## src/rtl/mouse_pkg.sv

```systemverilog
// rtl/mouse_pkg.sv - shared constants, state encodings and baud derivation for the mouse link
package mouse_pkg;

    // Fixed header bits occupying byte0[7:3]
    localparam logic [4:0] MOUSE_HDR = 5'b10100;

    // Bytes per packet: header/buttons, delta_x, delta_y
    localparam int PKT_BYTES = 3;

    // Serializer states for one 8N1 byte
    typedef enum logic [1:0] {
        ST_IDLE  = 2'd0,
        ST_START = 2'd1,
        ST_DATA  = 2'd2,
        ST_STOP  = 2'd3
    } uart_state_t;

    // Packet sequencer states
    typedef enum logic {
        SEQ_IDLE = 1'b0,
        SEQ_SEND = 1'b1
    } seq_state_t;

    // Clock cycles per line bit (integer division)
    function automatic int calc_clks_per_bit(input int clk_freq, input int baud);
        return clk_freq / baud;
    endfunction

endpackage

```

## src/rtl/mouse_tx_if.sv

```systemverilog
// rtl/mouse_tx_if.sv - packet handshake bundle between a packet source and mouse_tx
interface mouse_tx_if;

    logic       pkt_valid;
    logic       btn_left;
    logic       btn_right;
    logic       btn_middle;
    logic [7:0] delta_x;
    logic [7:0] delta_y;
    logic       pkt_ready;
    logic       busy;
    logic       pkt_done;

    // Packet source side
    modport master (
        output pkt_valid, btn_left, btn_right, btn_middle, delta_x, delta_y,
        input  pkt_ready, busy, pkt_done
    );

    // Transmitter side
    modport slave (
        input  pkt_valid, btn_left, btn_right, btn_middle, delta_x, delta_y,
        output pkt_ready, busy, pkt_done
    );

endinterface

```

## src/rtl/mouse_tx_uart_tx_byte.sv

```systemverilog
// rtl/mouse_tx_uart_tx_byte.sv - baud counter and 8N1 serializer for a single byte
module uart_tx_byte
    import mouse_pkg::*;
#(
    parameter int CLKS_PER_BIT = 2604
) (
    input  logic       clk,
    input  logic       rst_n,
    input  logic       start,
    input  logic [7:0] data,
    output logic       tx,
    output logic       done
);

    localparam int                CNT_W   = (CLKS_PER_BIT > 1) ? $clog2(CLKS_PER_BIT) : 1;
    localparam logic [CNT_W-1:0]  CNT_MAX = CNT_W'(CLKS_PER_BIT - 1);

    uart_state_t      r_state;
    logic [CNT_W-1:0] r_cnt;
    logic [2:0]       r_bit_idx;
    logic [7:0]       r_data;
    logic             r_tx;

    logic w_bit_end;
    logic w_load;

    assign w_bit_end = (r_cnt == CNT_MAX);
    // done marks the final cycle of the stop bit so the next byte can chain with no gap
    assign done      = (r_state == ST_STOP) && w_bit_end;
    assign w_load    = start && ((r_state == ST_IDLE) || done);
    assign tx        = r_tx;

    // Serializer FSM: start bit, 8 data bits LSB first, stop bit, each CLKS_PER_BIT cycles
    always_ff @(posedge clk or negedge rst_n) begin
        if (!rst_n) begin
            r_state   <= ST_IDLE;
            r_cnt     <= '0;
            r_bit_idx <= 3'd0;
            r_data    <= 8'h00;
            r_tx      <= 1'b1;
        end else if (w_load) begin
            r_state   <= ST_START;
            r_cnt     <= '0;
            r_bit_idx <= 3'd0;
            r_data    <= data;
            r_tx      <= 1'b0;
        end else begin
            case (r_state)
                ST_IDLE: begin
                    r_cnt <= '0;
                    r_tx  <= 1'b1;
                end
                ST_START: begin
                    if (w_bit_end) begin
                        r_cnt     <= '0;
                        r_bit_idx <= 3'd0;
                        r_tx      <= r_data[0];
                        r_state   <= ST_DATA;
                    end else begin
                        r_cnt <= r_cnt + CNT_W'(1);
                    end
                end
                ST_DATA: begin
                    if (w_bit_end) begin
                        r_cnt <= '0;
                        if (r_bit_idx == 3'd7) begin
                            r_tx    <= 1'b1;
                            r_state <= ST_STOP;
                        end else begin
                            r_bit_idx <= r_bit_idx + 3'd1;
                            r_tx      <= r_data[r_bit_idx + 3'd1];
                        end
                    end else begin
                        r_cnt <= r_cnt + CNT_W'(1);
                    end
                end
                ST_STOP: begin
                    if (w_bit_end) begin
                        r_cnt   <= '0;
                        r_state <= ST_IDLE;
                    end else begin
                        r_cnt <= r_cnt + CNT_W'(1);
                    end
                end
                default: begin
                    r_cnt   <= '0;
                    r_tx    <= 1'b1;
                    r_state <= ST_IDLE;
                end
            endcase
        end
    end

endmodule

```

## src/rtl/mouse_tx.sv

```systemverilog
// rtl/mouse_tx.sv - mouse packet UART transmitter: handshake, capture buffer and byte sequencer
module mouse_tx
    import mouse_pkg::*;
#(
    parameter int CLK_FREQ = 50000000,
    parameter int BAUD     = 19200
) (
    input  logic      clk,
    input  logic      rst_n,
    mouse_tx_if.slave pkt,
    output logic      tx_pin
);

    localparam int CLKS_PER_BIT = calc_clks_per_bit(CLK_FREQ, BAUD);

    seq_state_t  r_state;
    logic [1:0]  r_byte_idx;
    logic [23:0] r_buf;
    logic        r_ready;
    logic        r_busy;
    logic        r_done;

    logic       w_accept;
    logic       w_byte_done;
    logic       w_last_byte;
    logic       w_chain;
    logic       w_start;
    logic [7:0] w_byte0;
    logic [7:0] w_data;

    assign w_byte0     = {MOUSE_HDR, pkt.btn_middle, pkt.btn_right, pkt.btn_left};
    assign w_accept    = r_ready && pkt.pkt_valid;
    assign w_last_byte = (r_byte_idx == 2'(PKT_BYTES - 1));
    assign w_chain     = (r_state == SEQ_SEND) && w_byte_done && !w_last_byte;
    assign w_start     = w_accept || w_chain;
    // byte0 goes straight from the inputs so the start bit begins on the accepting edge
    assign w_data      = w_accept ? w_byte0 : r_buf[15:8];

    assign pkt.pkt_ready = r_ready;
    assign pkt.busy      = r_busy;
    assign pkt.pkt_done  = r_done;

    uart_tx_byte #(
        .CLKS_PER_BIT(CLKS_PER_BIT)
    ) u_byte (
        .clk   (clk),
        .rst_n (rst_n),
        .start (w_start),
        .data  (w_data),
        .tx    (tx_pin),
        .done  (w_byte_done)
    );

    // Packet sequencer: capture on handshake, chain three bytes, pulse pkt_done on return to idle
    always_ff @(posedge clk or negedge rst_n) begin
        if (!rst_n) begin
            r_state    <= SEQ_IDLE;
            r_byte_idx <= 2'd0;
            r_buf      <= 24'h0;
            r_ready    <= 1'b1;
            r_busy     <= 1'b0;
            r_done     <= 1'b0;
        end else begin
            r_done <= 1'b0;
            case (r_state)
                SEQ_IDLE: begin
                    if (w_accept) begin
                        r_buf      <= {pkt.delta_y, pkt.delta_x, w_byte0};
                        r_byte_idx <= 2'd0;
                        r_ready    <= 1'b0;
                        r_busy     <= 1'b1;
                        r_state    <= SEQ_SEND;
                    end
                end
                SEQ_SEND: begin
                    if (r_byte_idx == 2'd3) begin
                        r_byte_idx <= 2'd0;
                        r_ready    <= 1'b1;
                        r_busy     <= 1'b0;
                        r_state    <= SEQ_IDLE;
                    end else if (w_byte_done) begin
                        if (w_last_byte) begin
                            r_byte_idx <= 2'd0;
                            r_ready    <= 1'b1;
                            r_busy     <= 1'b0;
                            r_done     <= 1'b1;
                            r_state    <= SEQ_IDLE;
                        end else begin
                            // rotate so the following byte sits in [15:8]
                            r_buf      <= {r_buf[7:0], r_buf[23:8]};
                            r_byte_idx <= r_byte_idx + 2'd1;
                        end
                    end
                end
                default: begin
                    r_ready <= 1'b1;
                    r_busy  <= 1'b0;
                    r_state <= SEQ_IDLE;
                end
            endcase
        end
    end

endmodule
```

## src/flat_wrapper.sv

```systemverilog
// flat-port wrapper written by rule: the top's interface ports become plain ports
module mouse_tx_flat import mouse_pkg::*;
#(
    parameter int CLK_FREQ = 50000000,
    parameter int BAUD     = 19200
)
  (clk, rst_n, tx_pin, pkt_pkt_valid, pkt_btn_left, pkt_btn_right, pkt_btn_middle, pkt_delta_x, pkt_delta_y, pkt_pkt_ready, pkt_busy, pkt_pkt_done);
  mouse_tx_if pkt_i ();
  input  logic clk;
  input  logic rst_n;
  output logic tx_pin;
  input wire logic [$bits(pkt_i.pkt_valid)-1:0] pkt_pkt_valid;
  input wire logic [$bits(pkt_i.btn_left)-1:0] pkt_btn_left;
  input wire logic [$bits(pkt_i.btn_right)-1:0] pkt_btn_right;
  input wire logic [$bits(pkt_i.btn_middle)-1:0] pkt_btn_middle;
  input wire logic [$bits(pkt_i.delta_x)-1:0] pkt_delta_x;
  input wire logic [$bits(pkt_i.delta_y)-1:0] pkt_delta_y;
  output wire logic [$bits(pkt_i.pkt_ready)-1:0] pkt_pkt_ready;
  output wire logic [$bits(pkt_i.busy)-1:0] pkt_busy;
  output wire logic [$bits(pkt_i.pkt_done)-1:0] pkt_pkt_done;
  assign pkt_i.pkt_valid = pkt_pkt_valid;
  assign pkt_i.btn_left = pkt_btn_left;
  assign pkt_i.btn_right = pkt_btn_right;
  assign pkt_i.btn_middle = pkt_btn_middle;
  assign pkt_i.delta_x = pkt_delta_x;
  assign pkt_i.delta_y = pkt_delta_y;
  assign pkt_pkt_ready = pkt_i.pkt_ready;
  assign pkt_busy = pkt_i.busy;
  assign pkt_pkt_done = pkt_i.pkt_done;
  mouse_tx #(.CLK_FREQ(CLK_FREQ), .BAUD(BAUD)) u_core (.clk(clk), .rst_n(rst_n), .pkt(pkt_i), .tx_pin(tx_pin));
endmodule
```

## config.mk

```make
export PLATFORM = sky130hd
export DESIGN_NAME = mouse_tx_flat
export DESIGN_NICKNAME = d
export VERILOG_FILES = /design/src/rtl/mouse_pkg.sv /design/src/rtl/mouse_tx_if.sv /design/src/rtl/mouse_tx_uart_tx_byte.sv /design/src/rtl/mouse_tx.sv /design/src/flat_wrapper.sv
export SDC_FILE = /design/constraint.sdc
export NUM_CORES = 1
export LEC_CHECK = 0
export CAP_MARGIN = 5
export CORE_MARGIN = 2
export CORE_UTILIZATION = 36
export DETAILED_ROUTE_END_ITERATION = 6
export GPL_TIMING_DRIVEN = 0
export PLACE_DENSITY = 0.58
export REMOVE_ABC_BUFFERS = 1
export SLEW_MARGIN = 20
export SYNTH_ARGS = -nofsm -noshare
export SYNTH_HDL_FRONTEND = slang
export SYNTH_HIERARCHICAL = 1
export SYNTH_SLANG_ARGS = --single-unit
```

## constraint.sdc

```tcl
create_clock -name clk -period 2.8 [get_ports clk]
set_input_delay 0.56 -clock clk [delete_from_list [all_inputs] [get_ports clk]]
set_output_delay 0.56 -clock clk [all_outputs]
set_load 0.03 [all_outputs]
```

==> flow_summary.yaml <==
status:
  status: "finished, final reports clean"
global_routing:
  grt_pass1_vias: 2160
  overflow: 0
  antenna_found_initial: 0
  grt_use_total_pct: 13.7
  grt_start_max_net_pins: 37
  grt_pass1_wl_microns: 10600
cells_and_area:
  diodes: 0
  area_growth_pct: 16.1
  drive_gt1_share_pct: 12.4
  final_nets: 336
synthesis:
  synthCells: 289
  synth_top_area_share_pct: 43.8
  synth.yosys.seq_area_share_pct: 45.5
  yosysWarnings: 6
  ys_types: 48
  synth_ff_type: "dfrtp_1"
  synthTopCellsByArea: "dfrtp_1 44%, mux2i_1 4.5%, ha_1 3.2%"
  syn-cell-area_sq_um: 3090
  synth.avg_cell_area_sq_um: 10.7
  yosysTopAreaCell: "dfrtp_1"
  synth_edf_count: 0
  async_flop_share_pct: 100
  ys_ff_latch: 56
timing:
  hold_viol: 0
  worstMarginPinSlew_ns: 0.648
  finalCritPeriodShare_pct: 94.3
  finalClockSkew_ns: 0.0159
  final.min_clock_period_ns: 2.64
  setup_ws_ns: 0.160
  fmax_ghz: 0.379
  slew_viol_final: 0
  relSlewSlack_pct: 56.7
  rsz0062_at_grt: "true"
  setup_viol: 0
  finalSetupTns_ns: 0
pwr:
  ir_worst_vdd_uv: 345
  p_per_area_nw_per_um2: 798
  total_leakage_power_uw: 0.00152
place:
  io_buffer_count: 25
  place_hpwl_microns: 4030
  gp_congestion: 0.779
  dp_slack_ns: -1.21
critical_path:
  worstSetupPathType: "reg2reg"
  critical_path_required_ns: 3.00
  critPathCaptureType: "flop"
  startpoint_type: "flop"
  rrSetupSlack_ns: 0.16
  crit_fanout: 8
  cp_data_arrival_time_ns: 2.84
flow_run:
  maxCapViolations: 0
floorplanning:
  start_util_pct: 37.4
  coreArea_sq_um: 8260
  die_w_microns: 96.6
  die_area_sq_um: 9330
  rows: 33
  die_h_microns: 96.6
  ioPinCount: 26
clocking:
  cts-root-buf: "clkbuf_8"
  htreeDepth: 2
  cts.sinks: 56
  clockBufferDepth: 2
  clock_latency_ns: 0.32
  clk_pin_slew_ns: 0.11
  cts_buffers: 5
  cts_tree: "built"
detailed_routing:
  drc: 0
  antenna_left: 0
  drt-pass1-iter-count: 4
  wl_per_cell_microns: 15.2
  wirelength_microns: 6270
  drt-vias-per-instance: 5.34
  drt-initial-drc-count: 135
  num_vias: 2202
min_path:
  hp-class: "in2async"
-- routing by layer --
| layer | vias to the layer above | wire length [microns] | GRT usage, % |
|---|---|---|---|
| li1 | 1092 | - | - |
| met1 | 1072 | 3230 | 19.8 |
| met2 | 34 | 2820 | 21.2 |
| met3 | 4 | 165 | 2.46 |
| met4 | 0 | 54 | 3.58 |
| met5 | - | 0 | 0 |
-- flip-flops by register name (all words and copies together), names as in the netlist --
signal                   cells
u_core/r_buf                24
u_core/pkt.busy              1
u_core/r_state               1
u_core/u_byte/tx             1
u_core/u_byte/r_data         8
u_core/u_byte/r_state        2
u_core/u_byte/r_bit_idx      3
u_core/r_byte_idx            2
u_core/pkt.pkt_done          1
u_core/pkt.pkt_ready         1
u_core/u_byte/r_cnt         12
-- power by group --
group / switching, uW / internal [uW] / leakage (uW)
Clock: 285 / 360 / 0.0000687
Combinational: 435 / 481 / 0.000780
Sequential: 219 / 1080 / 0.000667
Total: 939 / 1920 / 0.00152
-- area by class of cell --
type,instances,area (sq um)
clock buffer,5,68.8
clock inverter,3,68.8
fill,794,4670
inverter,6,22.5
multi-input combinational,209,1590
sequential,56,1410
tap,105,131
timing repair buffer,28,303
-- repair_timing --
item / 4_1_cts / 5_1_grt
hold buffers: 0 / 0
setup buffers: 0 / 1
setup endpoints to repair: 26 / 30
resized for setup: 6 / 4
-- worst max-delay path, cell delays in order, from the launching register on --
cell and delay [ns]:
dfrtp_1 0.42, ha_1 0.25, and4b_1 0.24, and3_4 0.20
and2_2 0.25, nand2_1 0.10, o21ai_2 0.08, and2_1 0.20
a31oi_2 0.33, o21ai_0 0.19, a22oi_1 0.19, o22ai_1 0.09
-- through the flow --
| stage | area [sq um] | utilization (%) | hold slack [ns] | power, uW | std cells |
|---|---|---|---|---|---|
| after floorplan | 2970 | - | 0.264 | 1950 | 271 |
| after global placement | 3350 | 40.6 | 0.476 | 2190 | 401 |
| after detailed placement | 3400 | 41.2 | 0.479 | 2220 | 403 |
| after CTS | 3560 | 43.1 | 0.129 | 2880 | 411 |
| after global routing | 3580 | 43.4 | 0.136 | 3060 | 412 |
| final | 3580 | 43.4 | 0.120 | 2860 | 412 |
-- kinds of logic (layout without fill, tap and decap cells) --
family | count (synthesis) | count (layout) | synth area share, %
flops | 56 | 56 | 45.5
fa+ha+maj | 8 | 8 | 3.24
buf+inv | 24 | 42 | 4.54
compound gates | 65 | 65 | 14.9
simple gates | 99 | 99 | 18.1
xor+xnor | 11 | 11 | 3.12
mux | 26 | 26 | 10.6
-- layout by cell type (no fill, tap or decap), types with 3 or more instances in the layout --
master and count:
clkdlybuf4s50_1 24, dfrtp_1 53, inv_1 5, o211a_1 6, ha_1 8, xor2_1 4, o31ai_1 3, nand2_1 13
a211oi_1 11, nand3_1 16, and2_1 5, and4b_1 3, mux2_4 6, mux2_2 4, nor3_1 4, clkbuf_8 5
xnor2_1 7, and3_1 13, or3_1 12, nand2b_1 4, mux2i_1 14, o211ai_1 5, a21oi_1 15, nor2_1 17
o21ai_0 9, a21o_1 3
-- cells in the mapped netlist, types with 6 or more instances --
library cell,number
nand2b_1,6
nor2_1,17
mux2_4,6
or3_1,12
nand2_1,14
nand3_1,16
and2_1,6
mux2i_1,14
a211oi_1,11
dfrtp_1,54
o211a_1,6
xnor2_1,7
ha_1,8
o21ai_0,10
buf_2,9
a21oi_1,15
and3_1,13
-- path summary, 6_finish.rpt --
path                                                  start                                    to  cells past startpoint
max                        u_core/u_byte/r_cnt[0]$_DFF_PN0_  u_core/u_byte/r_state[1]$_DFFE_PN0P_                     11
min                                                   rst_n      u_core/u_byte/r_cnt[6]$_DFF_PN0_                      1
max reg2reg                u_core/u_byte/r_cnt[0]$_DFF_PN0_  u_core/u_byte/r_state[1]$_DFFE_PN0P_                     11
min reg2reg                u_core/u_byte/r_cnt[0]$_DFF_PN0_      u_core/u_byte/r_cnt[0]$_DFF_PN0_                      1
max in group asynchronous                             rst_n          u_core/u_byte/tx$_DFFE_PN1P_                      2
min in group clk           u_core/u_byte/r_cnt[0]$_DFF_PN0_      u_core/u_byte/r_cnt[0]$_DFF_PN0_                      1
(Power assumes the default switching activity.)
==> RTL change, RTL diff (config.mk and constraints unchanged) <==
`CLK_FREQ` is set to 50000000 in 2 places; all go to 100000000.
--- a/src/rtl/mouse_tx.sv
+++ b/src/rtl/mouse_tx.sv
@@ -2,7 +2,7 @@
 module mouse_tx
     import mouse_pkg::*;
 #(
-    parameter int CLK_FREQ = 50000000,
+    parameter int CLK_FREQ = 100000000,
     parameter int BAUD     = 19200
 ) (
     input  logic      clk,
--- a/src/flat_wrapper.sv
+++ b/src/flat_wrapper.sv
@@ -1,7 +1,7 @@
 // flat-port wrapper written by rule: the top's interface ports become plain ports
 module mouse_tx_flat import mouse_pkg::*;
 #(
-    parameter int CLK_FREQ = 50000000,
+    parameter int CLK_FREQ = 100000000,
     parameter int BAUD     = 19200
 )
   (clk, rst_n, tx_pin, pkt_pkt_valid, pkt_btn_left, pkt_btn_right, pkt_btn_middle, pkt_delta_x, pkt_delta_y, pkt_pkt_ready, pkt_busy, pkt_pkt_done);
Formal check against the unedited RTL: same outputs for any inputs over 10 cycles, from zero or initial values and one cycle with rst_n low; that may be too few to reach the edited logic, so the function may still have changed.
==> RTL change against the unedited design <==
- worst hold slack lost 0.085 ns
- sequential cell count is 1 higher
- wire length up 3.1%
- total power is 6.3% higher
- synthesized cell count up 1.0%
- synthesized area is 2.1% higher
- worst setup slack about the same
- final area rose by 3.5%
- largest cell class unchanged
==> RTL change: results (changes against the unedited design) <==
grt:
  grt_max_degree: 50  # +35%
finish:
  nonClkBufAreaFrac_pct: 8.361  # -0.085 points
  top_regs: "u_core/r_buf x24, u_core/u_byte/r_cnt x13, u_core/u_byte/r_data x8"
  n_clock_buffer: 12  # +7
  nNetsFinal: 345  # +2.7%
  final-clk-cell-share_pct: 5.260  # +1.4 points
clock_tree:
  cts_buffers: 9  # +4
  clkTransAtPathRegs_ns: 0.07  # -0.04 ns
  htreeDepth: 3  # +1
placed_design:
  placed_cells: 409  # +1.5%
  dp_hpwl_um: 4254  # +5.6%
  globalplace.congestion: 0.7372  # -5.3%
  place_area_um2: 3457  # +1.7%
  dp_slack_ns: -0.8109  # +0.4002 ns
detailed_routing:
  routed-wl-met3_um: 249  # +51%
  drtIter0Drc: 128  # -5.2%
  wl_met1_um: 3268  # +1.2%
  via_count: 2274  # +3.3%
synth:
  synthDistinctLibCells: 55  # +15%
  syn_inst: 292  # +1.0%
  synth-seq-cells: 57  # +1.8%
  synthTopCellsByArea: "dfrtp_1 44%, mux2i_1 4.4%, and3_1 3.8%"
  synth_common_cells: "55 x dfrtp_1, 19 x and3_1, 16 x nor2_1"
worst_setup_path:
  r2r_setup_slack_ns: 0.16  # about the same
  critPathLaunch: "u_core/u_byte/r_cnt[9]$_DFF_PN0_"
pwr:
  power.density_nw_per_um2: 819.6  # +2.7%
  leakagePower_nw: 1.630  # +7.5%
status:
  outcome: "finished clean"
[RTL change: logic make-up after synthesis]
logic type	Yosys count	synth area share [%]
AND/OR/NAND/NOR	100	18.45
AO/OA/AOI/OAI	65	14.80
flip-flops	57	45.32
multiplexers	26	10.16
buffers and inverters	24	4.762
XOR/XNOR	12	3.333
adder cells (fa/ha/maj)	8	3.175
[RTL change: power by group]
part           internal [W]  switching (W)  total [W]
sequential          0.00110       0.000220    0.00132
combinational      0.000492       0.000444   0.000937
clock              0.000452       0.000335   0.000787
[RTL change: routing by layer]
metal	track usage, %	vias to the layer above
met3	4.317	10
met2	21.38	39
li1	-	1116
met4	5.449	0
met1	20.16	1109
met5	0	-
[RTL change: critical path: stages (launching register included)]
cell and delay [ns]:
dfrtp_1 0.41, or4b_4 0.58, nor3_4 0.21, and2_4 0.22
nand2_1 0.10, o21ai_4 0.22, and2_1 0.24, a31o_4 0.19
mux2_2 0.34
